`config.mk`:
```
export PLATFORM = sky130hd
export DESIGN_NAME = biriscv_branch_arb
export DESIGN_NICKNAME = d
export VERILOG_FILES = /design/src/rtl/biriscv_branch_arb_pkg.sv /design/src/rtl/biriscv_branch_fifo.sv /design/src/rtl/biriscv_branch_arb.sv
export SDC_FILE = /design/constraint.sdc
export NUM_CORES = 1
export LEC_CHECK = 0
export CORE_AREA = 2 2 139 196
export CTS_CLUSTER_DIAMETER = 150
export DETAILED_ROUTE_END_ITERATION = 10
export DIE_AREA = 0 0 141 198
export PLACE_DENSITY = 0.85
export SETUP_SLACK_MARGIN = 0.4
export SYNTH_ARGS = -nofsm -noshare
export SYNTH_HDL_FRONTEND = slang
export SYNTH_SLANG_ARGS = --single-unit
export TNS_END_PERCENT = 5
```
`constraint.sdc`:
```
create_clock -name clk_i -period 10.75 [get_ports clk_i]
set_input_delay 2.6875 -clock clk_i [delete_from_list [all_inputs] [get_ports clk_i]]
set_output_delay 2.6875 -clock clk_i [all_outputs]
set_load 0.01 [all_outputs]
```
`src/rtl/biriscv_branch_arb_pkg.sv`:
```
// Shared branch-record types and branch-kind encodings used by the exec units,
// the branch arbiter and the next-PC predictor.
package biriscv_branch_arb_pkg;

  localparam logic [1:0] BR_TYPE_COND = 2'b00;
  localparam logic [1:0] BR_TYPE_CALL = 2'b01;
  localparam logic [1:0] BR_TYPE_RET  = 2'b10;
  localparam logic [1:0] BR_TYPE_JMP  = 2'b11;

  typedef struct packed {
    logic        taken;
    logic [31:0] source;
    logic [31:0] pc;
    logic [1:0]  kind;
  } br_rec_t;

  localparam int unsigned BR_REC_W = $bits(br_rec_t);

endpackage

```
`src/rtl/biriscv_branch_fifo.sv`:
```
// Dual-push, single-pop circular buffer. Push 0 is older and lands closer to the head;
// pushes are accepted in age order while space (including a same-cycle pop) remains.
module biriscv_branch_fifo #(
  parameter  int unsigned DEPTH  = 4,
  parameter  int unsigned WIDTH  = 67,
  localparam int unsigned ADDR_W = $clog2(DEPTH)
) (
  input  logic              clk_i,
  input  logic              rst_ni,
  input  logic              push0_i,
  input  logic [WIDTH-1:0]  data0_i,
  input  logic              push1_i,
  input  logic [WIDTH-1:0]  data1_i,
  input  logic              pop_i,
  output logic              acc0_o,
  output logic              acc1_o,
  output logic [WIDTH-1:0]  head_data_o,
  output logic [ADDR_W:0]   count_o,
  output logic [ADDR_W:0]   count_next_o
);

  localparam logic [ADDR_W+1:0] DepthW = (ADDR_W + 2)'(DEPTH);
  localparam logic [ADDR_W+1:0] One    = (ADDR_W + 2)'(1);
  localparam logic [ADDR_W+1:0] Two    = (ADDR_W + 2)'(2);

  logic [WIDTH-1:0]  mem_q [DEPTH];
  logic [ADDR_W-1:0] head_q, head_d, tail_q, tail_d, wr1_ptr;
  logic [ADDR_W:0]   count_q, count_d;
  logic [ADDR_W+1:0] space;
  logic [1:0]        n_acc;

  always_comb begin
    space   = DepthW - {1'b0, count_q} + {{(ADDR_W + 1){1'b0}}, pop_i};
    acc0_o  = push0_i && (space >= One);
    acc1_o  = push1_i && (acc0_o ? (space >= Two) : (space >= One));
    n_acc   = {1'b0, acc0_o} + {1'b0, acc1_o};
    wr1_ptr = acc0_o ? tail_q + ADDR_W'(1) : tail_q;
    tail_d  = tail_q + ADDR_W'(n_acc);
    head_d  = head_q + ADDR_W'(pop_i);
    count_d = count_q + (ADDR_W + 1)'(n_acc) - (ADDR_W + 1)'(pop_i);
  end

  always_ff @(posedge clk_i or negedge rst_ni) begin
    if (!rst_ni) begin
      head_q  <= '0;
      tail_q  <= '0;
      count_q <= '0;
      for (int i = 0; i < DEPTH; i++) mem_q[i] <= '0;
    end else begin
      head_q  <= head_d;
      tail_q  <= tail_d;
      count_q <= count_d;
      if (acc0_o) mem_q[tail_q]  <= data0_i;
      if (acc1_o) mem_q[wr1_ptr] <= data1_i;
    end
  end

  // When empty, show the most recently popped slot so the output holds its last value.
  assign head_data_o  = (count_q == '0) ? mem_q[head_q - ADDR_W'(1)] : mem_q[head_q];
  assign count_o      = count_q;
  assign count_next_o = count_d;

endmodule

```
`src/rtl/biriscv_branch_arb.sv`:
```
// Branch resolution arbiter: qualifies the two exec-pipe branch records, buffers the
// survivors in age order and drains them to the next-PC predictor.
module biriscv_branch_arb
  import biriscv_branch_arb_pkg::*;
#(
  parameter  int unsigned DEPTH  = 4,
  localparam int unsigned ADDR_W = $clog2(DEPTH)
) (
  input  logic              clk_i,
  input  logic              rst_ni,
  input  logic              flush_i,
  input  logic              br0_valid_i,
  input  logic              br0_taken_i,
  input  logic [31:0]       br0_source_i,
  input  logic [31:0]       br0_pc_i,
  input  logic [1:0]        br0_type_i,
  input  logic              br1_valid_i,
  input  logic              br1_taken_i,
  input  logic [31:0]       br1_source_i,
  input  logic [31:0]       br1_pc_i,
  input  logic [1:0]        br1_type_i,
  output logic              upd_valid_o,
  input  logic              upd_ready_i,
  output logic              upd_taken_o,
  output logic [31:0]       upd_source_o,
  output logic [31:0]       upd_pc_o,
  output logic [1:0]        upd_type_o,
  output logic              hold_o,
  output logic              squash_o,
  output logic              overflow_o,
  output logic [ADDR_W:0]   count_o
);

  localparam logic [ADDR_W:0] HoldThr = (ADDR_W + 1)'(DEPTH - 2);

  logic            kill, push0, push1, pop, acc0, acc1;
  logic            hold_q, hold_d, squash_q, squash_d, overflow_q, overflow_d;
  logic [ADDR_W:0] count_next;
  br_rec_t         rec0, rec1, head;

  always_comb begin
    kill  = br0_valid_i & br0_taken_i;
    push0 = br0_valid_i & ~flush_i;
    push1 = br1_valid_i & ~kill & ~flush_i;
    pop   = upd_valid_o & upd_ready_i;
    rec0  = '{taken: br0_taken_i, source: br0_source_i, pc: br0_pc_i, kind: br0_type_i};
    rec1  = '{taken: br1_taken_i, source: br1_source_i, pc: br1_pc_i, kind: br1_type_i};
  end

  biriscv_branch_fifo #(
    .DEPTH (DEPTH),
    .WIDTH (BR_REC_W)
  ) u_fifo (
    .clk_i        (clk_i),
    .rst_ni       (rst_ni),
    .push0_i      (push0),
    .data0_i      (rec0),
    .push1_i      (push1),
    .data1_i      (rec1),
    .pop_i        (pop),
    .acc0_o       (acc0),
    .acc1_o       (acc1),
    .head_data_o  (head),
    .count_o      (count_o),
    .count_next_o (count_next)
  );

  always_comb begin
    squash_d   = br1_valid_i & kill & ~flush_i;
    overflow_d = overflow_q | (push0 & ~acc0) | (push1 & ~acc1);
    // Fewer than two free slots after this edge means a dual push might not fit.
    hold_d     = count_next > HoldThr;
  end

  always_ff @(posedge clk_i or negedge rst_ni) begin
    if (!rst_ni) begin
      hold_q     <= 1'b0;
      squash_q   <= 1'b0;
      overflow_q <= 1'b0;
    end else begin
      hold_q     <= hold_d;
      squash_q   <= squash_d;
      overflow_q <= overflow_d;
    end
  end

  assign upd_valid_o  = count_o != '0;
  assign upd_taken_o  = head.taken;
  assign upd_source_o = head.source;
  assign upd_pc_o     = head.pc;
  assign upd_type_o   = head.kind;
  assign hold_o       = hold_q;
  assign squash_o     = squash_q;
  assign overflow_o   = overflow_q;

endmodule

```
Yosys cells after proc, flatten, opt, wreduce, memory -nomap -nowiden

Index checks and enable logic that the tools add are counted.
Widths: inputs -> output; s select.

Register bits: 278
Bits in latches: 0
RAM bits: 0
Bits in read-only memories: 0
Logic and storage cells: 70
Memories kept: 0

Add/subtract/negate cells: 9
Multipliers: 0
Div/mod/pow operators: 0
Magnitude comparators: 9
Eq/ne operators: 0
Shift-type cells: 0
Multiplexer cells: 17
Bitwise logic cells: 19
Reduce and logical (&&, ||, !) cells: 6

Operators with widths:

| operator            | count |
|---|---|
| $bwmux 268          | 2 |
| $mux 268            | 2 |
| $mux 67             | 7 |
| $bmux 67 s2         | 2 |
| $demux 67 s2        | 2 |
| $ge 3x3->1 const B  | 4 |
| $not 2->3           | 4 |
| $and 1x1->1         | 9 |
| $lt 3x1->1 const B  | 2 |
| $add 4x1->4         | 1 |
| $ge 4x1->1 const B  | 1 |
| $ge 4x2->1 const B  | 1 |
| $logic_and 1x1->1   | 4 |
| $not 1->1           | 4 |
| $sub 3x3->4 const A | 1 |
| $add 3x2->3         | 1 |
| $gt 3x2->1 const B  | 1 |
| $logic_not 3->1     | 1 |
| $reduce_bool 3->1   | 1 |
| $sub 3x1->3         | 1 |
| $add 1x1->2         | 1 |
| $add 2x1->2         | 1 |
| $add 2x1->2 const B | 1 |
| $add 2x2->2         | 1 |
| other kinds (4)     | 5 |

Longest topological paths before layout

Depth in word-level cells: 13
Gate-level depth with buffers: 17

Hierarchy

Synthesis repeated with hierarchy kept, for this count alone.

Cells, all modules: 1561
Area total of the unflattened synthesis: 18083.6 µm²

By module, submodules not included:

| module              | instances | cells each | area each (µm²) | sequential area each (µm²) |
|---|---|---|---|---|
| biriscv_branch_fifo | 1         | 1547       | 17930.9         | 6881.6 |
| biriscv_branch_arb  | 1         | 14         | 152.6           | 75.1 |

Worst setup path before layout

OpenSTA, ideal clock, no wires.

Path type: input to register
From: input port upd_ready_i
To: register hold_q (netlist: hold_o)
Setup time: 0.118 ns
Data arrival time: 5.206 ns
Slack: 5.426 ns
Stages on the path: 12
Cells stage by stage: nand2_1 ha_1 inv_1 ha_1 or4b_1 o211a_2 ha_1 ha_1 fa_1 xnor2_1 xnor2_1 a21o_1

Cells in the longest elaborated chain, start to end: 10
Elaborated cells on any way between the ends: 11
Classes of those cells: 4 x add/sub; 3 x order compare; 1 x mux; 1 x bitwise; 2 x reduce/logical

RTL lines:

| item                 | line                                                 | RTL |
|---|---|---|
| start, declared      | biriscv_branch_arb.sv:23                             | `input logic upd_ready_i,` |
| $and 1x1->1 (*)      | biriscv_branch_arb.sv:45                             | `pop = upd_valid_o & upd_ready_i;` |
| $add 4x1->4          | biriscv_branch_fifo.sv:33                            | `space = DepthW - {1'b0, count_q} + {{(ADDR_W + 1){1'b0}}, pop_i};` |
| $ge 4x1->1           | biriscv_branch_fifo.sv:34, biriscv_branch_fifo.sv:35 |  |
| $logic_and 1x1->1    | biriscv_branch_fifo.sv:34                            | `acc0_o = push0_i && (space >= One);` |
| $mux 1               | biriscv_branch_fifo.sv:35                            | `acc1_o = push1_i && (acc0_o ? (space >= Two) : (space >= One));` |
| $logic_and 1x1->1    | biriscv_branch_fifo.sv:35                            |  |
| $add 1x1->2          | biriscv_branch_fifo.sv:36                            | `n_acc = {1'b0, acc0_o} + {1'b0, acc1_o};` |
| $add 3x2->3          | biriscv_branch_fifo.sv:40                            | `count_d = count_q + (ADDR_W + 1)'(n_acc) - (ADDR_W + 1)'(pop_i);` |
| $sub 3x1->3 (*)      | biriscv_branch_fifo.sv:40                            |  |
| net count_next[2]    | biriscv_branch_arb.sv:38                             | `logic [ADDR_W:0] count_next;` |
| $gt 3x2->1 (*)       | biriscv_branch_arb.sv:72                             | `hold_d = count_next > HoldThr;` |
| net hold_d           | biriscv_branch_arb.sv:37                             | `logic hold_q, hold_d, squash_q, squash_d, overflow_q, overflow_d;` |
| end signal, assigned | biriscv_branch_arb.sv:81                             | `hold_q <= hold_d;` |
| end, declared        | biriscv_branch_arb.sv:37                             |  |

The timed path passes the listed nets; every way through them passes the cells marked *.

Final worst setup path

From: register u_fifo.count_q[2] (netlist: u_fifo.count_o[2])
To: output port upd_pc_o[25]

Cells in the longest elaborated chain, start to end: 2

RTL lines:

| item                   | line                      | RTL |
|---|---|---|
| start, declared        | biriscv_branch_fifo.sv:28 | `logic [ADDR_W:0] count_q, count_d;` |
| start signal, assigned | biriscv_branch_fifo.sv:52 | `count_q <= count_d;` |
| $logic_not 3->1        | biriscv_branch_fifo.sv:59 | `assign head_data_o = (count_q == '0) ? mem_q[head_q - ADDR_W'(1)] : mem_q[head_q];` |
| $mux 67                | biriscv_branch_fifo.sv:59 |  |
| end, declared          | biriscv_branch_arb.sv:26  | `output logic [31:0] upd_pc_o,` |

No other way between the ends.

==> impl_metrics.yaml <==
yosys:
  synth_largest_area_cell: "dfrtp_1"
  netlist_area_um2: 15500
  synth_nets: 1322
  ys_types: 37
  ys_warn_count: 0
  yosysSeqAreaShare_pct: 44.9
  synth_edf_count: 0
  postSynth.asyncResetShare_pct: 100
  avgSynthCellArea_um2: 13.3
  synthCells: 1169
  synth-main-ff-cell: "dfrtp_1"
  netlist_top_cells_area: "dfrtp_1 45%, mux2_2 37%, mux2i_1 4.4%"
  yosysTopAreaCellShare_pct: 44.9
  synth-seq-cells: 278
floorplan:
  rows: 71
  coreArea_um2: 26400
  io_pins: 214
  die-area_um2: 27900
  fp.dieH_um: 198
  die_w_um: 141
  start_util_pct: 58.7
power_and_ir_drop:
  leakagePower_nw: 8.02
  power_density_nw_per_um2: 332
  power.total_w: 0.00627
  peakVddDrop_mv: 0.826
layout:
  layout_commonest_cell: "mux2_2"
  drive_gt1_share_pct: 42.7
  areaGrowthSynthToFinish_pct: 21.8
  antennaDiodeCount: 0
  multi_input_area_um2: 8180
  final_util_pct: 71.5
  seq_area_um2: 6960
  fin_nets: 1490
  layout_common_cells: "506 x mux2_2, 277 x dfrtp_1, 212 x clkdlybuf4s50_1"
  nFillCells: 1856
clocking:
  cts_tree: "yes"
  clockRootBuffer: "clkbuf_16"
  cts.repair.resized: 0
  cts_sinks: 278
  path_clk_slew_ns: 0.07
  cts_buffers: 28
  cts_setup_buffers: 0
  htreeDepth: 1
  clk_path_buf_depth: 3
  insertion_delay_ns: 0.53
  ctsHoldBuffers: 0
sta:
  slew_violations: 0
  hold_viol: 0
  setup_tns_ns: 0
  grt_setup_unrepaired: "no"
  fin_crit_sh_pct: 58.5
  hold_ws_ns: 0.485
  worstMarginPinSlew_ns: 1.19
  setup_violations: 0
  finClkSkew_ns: 0.0155
  slew_headroom_pct: 18.3
  layout_min_cycle_time_ns: 6.29
  max_freq_mhz: 159
critical_path:
  crit_path_start_kind: "flop"
  cp_max_fo: 67
  cp.required_ns: 8.06
  endpoint_kind: "output port"
  crit_type: "reg -> out"
  arrival_ns: 3.61
detailed_routing:
  wl_per_cell_um: 21.9
  drc: 0
  drt_iter0_drc: 407
  wirelength_um: 36900
  drt.antenna.violating_nets: 0
  first_pass_iters: 4
  num_vias: 10300
  vias_per_cell: 6.09
place:
  io_buffer_count: 213
  gp_congestion: 0.769
  dpl.hpwl_um: 21300
global_routing:
  grt_pass1_wl_um: 58000
  gr-usage-all-layers_pct: 26.2
  grt_max_degree: 167
  grt_pass1_vias: 11100
  grt-ovfl-total: 0
  antenna_found_initial: 1
min_path:
  hold_class: "reg -> reg"
run:
  maxCapViolations: 0
status:
  status: "completed"
## power by group
group	switching [W]	leakage, nW	total [W]	internal, W
Clock	0.000412	0.525	0.00110	0.000685
Sequential	0.000298	3.30	0.00189	0.00159
Combinational	0.00136	4.20	0.00328	0.00192
## logic make-up (layout without fill, tap and decap cells)
logic type	after synthesis	count (layout)	synth area share [%]
xor gates and xnor gates	6	6	0.339
AOI/OAI and AO/OA	81	81	4.99
DFF	278	278	44.9
adders and majority gates	13	13	1.10
and+or+nand+nor	91	91	2.47
buffers and inverters	96	286	2.87
muxes	604	604	43.3
## final timing paths
| path | startpoint | to | slack [ns] | cells after the start |
|---|---|---|---|---|
| worst min register to register | overflow_o | overflow_o | 0.49 | 1 |
| min in group asynchronous | rst_ni | u_fifo.mem_q[14] | 2.19 | 1 |
| max in group asynchronous | rst_ni | u_fifo.mem_q[110] | 7.06 | 2 |
| worst min-delay path | overflow_o | overflow_o | 0.49 | 1 |
| worst max-delay path | u_fifo.count_o[2] | upd_pc_o[25] | 4.46 | 7 |
| worst max register to register | u_fifo.count_o[2] | u_fifo.mem_q[106] | 6.10 | 12 |
## registers in the layout (all words and copies together) (netlist names)
signal / flops
u_fifo.mem_q: 268
hold_o: 1
overflow_o: 1
squash_o: 1
u_fifo.count_o: 3
u_fifo.tail_q: 2
u_fifo.head_q: 2
## layout make-up
type	count	area share, %
timing repair buffer	223	11.8
multi-input combinational	795	43.3
clock buffer	38	4.39
inverter	11	0.219
clock inverter	14	1.21
sequential	278	36.9
tap	328	2.17
## cell usage after synthesis (2+ instances only)
cell type / count
mux2i_1: 68
clkbuf_1: 45
o21ai_1: 2
ha_1: 12
xnor2_1: 5
mux2_1: 30
buf_6: 7
buf_1: 8
nor2_1: 68
mux2_2: 506
dfrtp_1: 278
nand2_1: 10
nand2b_1: 2
a21oi_1: 3
a221o_1: 67
a21o_1: 3
inv_1: 11
buf_2: 25
## worst max-delay path: stages, from the launching register on
cell	delay, ns
dfrtp_1	0.44
nor3_1	0.32
inv_1	0.19
or3_1	0.35
nand2_2	0.07
buf_4	0.76
a221o_1	0.36
clkdlybuf4s50_1	0.56
## routing by layer
| metal | routed length [um] | vias up | share of wire [%] | GRT usage, % |
|---|---|---|---|---|
| met2 | 19300 | 259 | 52 | 47.4 |
| met5 | 0 | - | 0 | 0 |
| met1 | 14900 | 5274 | 40 | 32.1 |
| li1 | - | 4693 | - | - |
| met3 | 2070 | 45 | 5.6 | 4.91 |
| met4 | 618 | 0 | 1.7 | 6.67 |
## stage by stage
step,instances,cell area (um2),worst slack [ns]
finish,1687,18900,4.46
global route,1687,18900,4.22
CTS,1687,18900,4.47
detailed placement,1635,17800,4.04
global placement,1635,17800,4.05
floorplan,1169,15500,5.43
(Power assumes the default switching activity.)
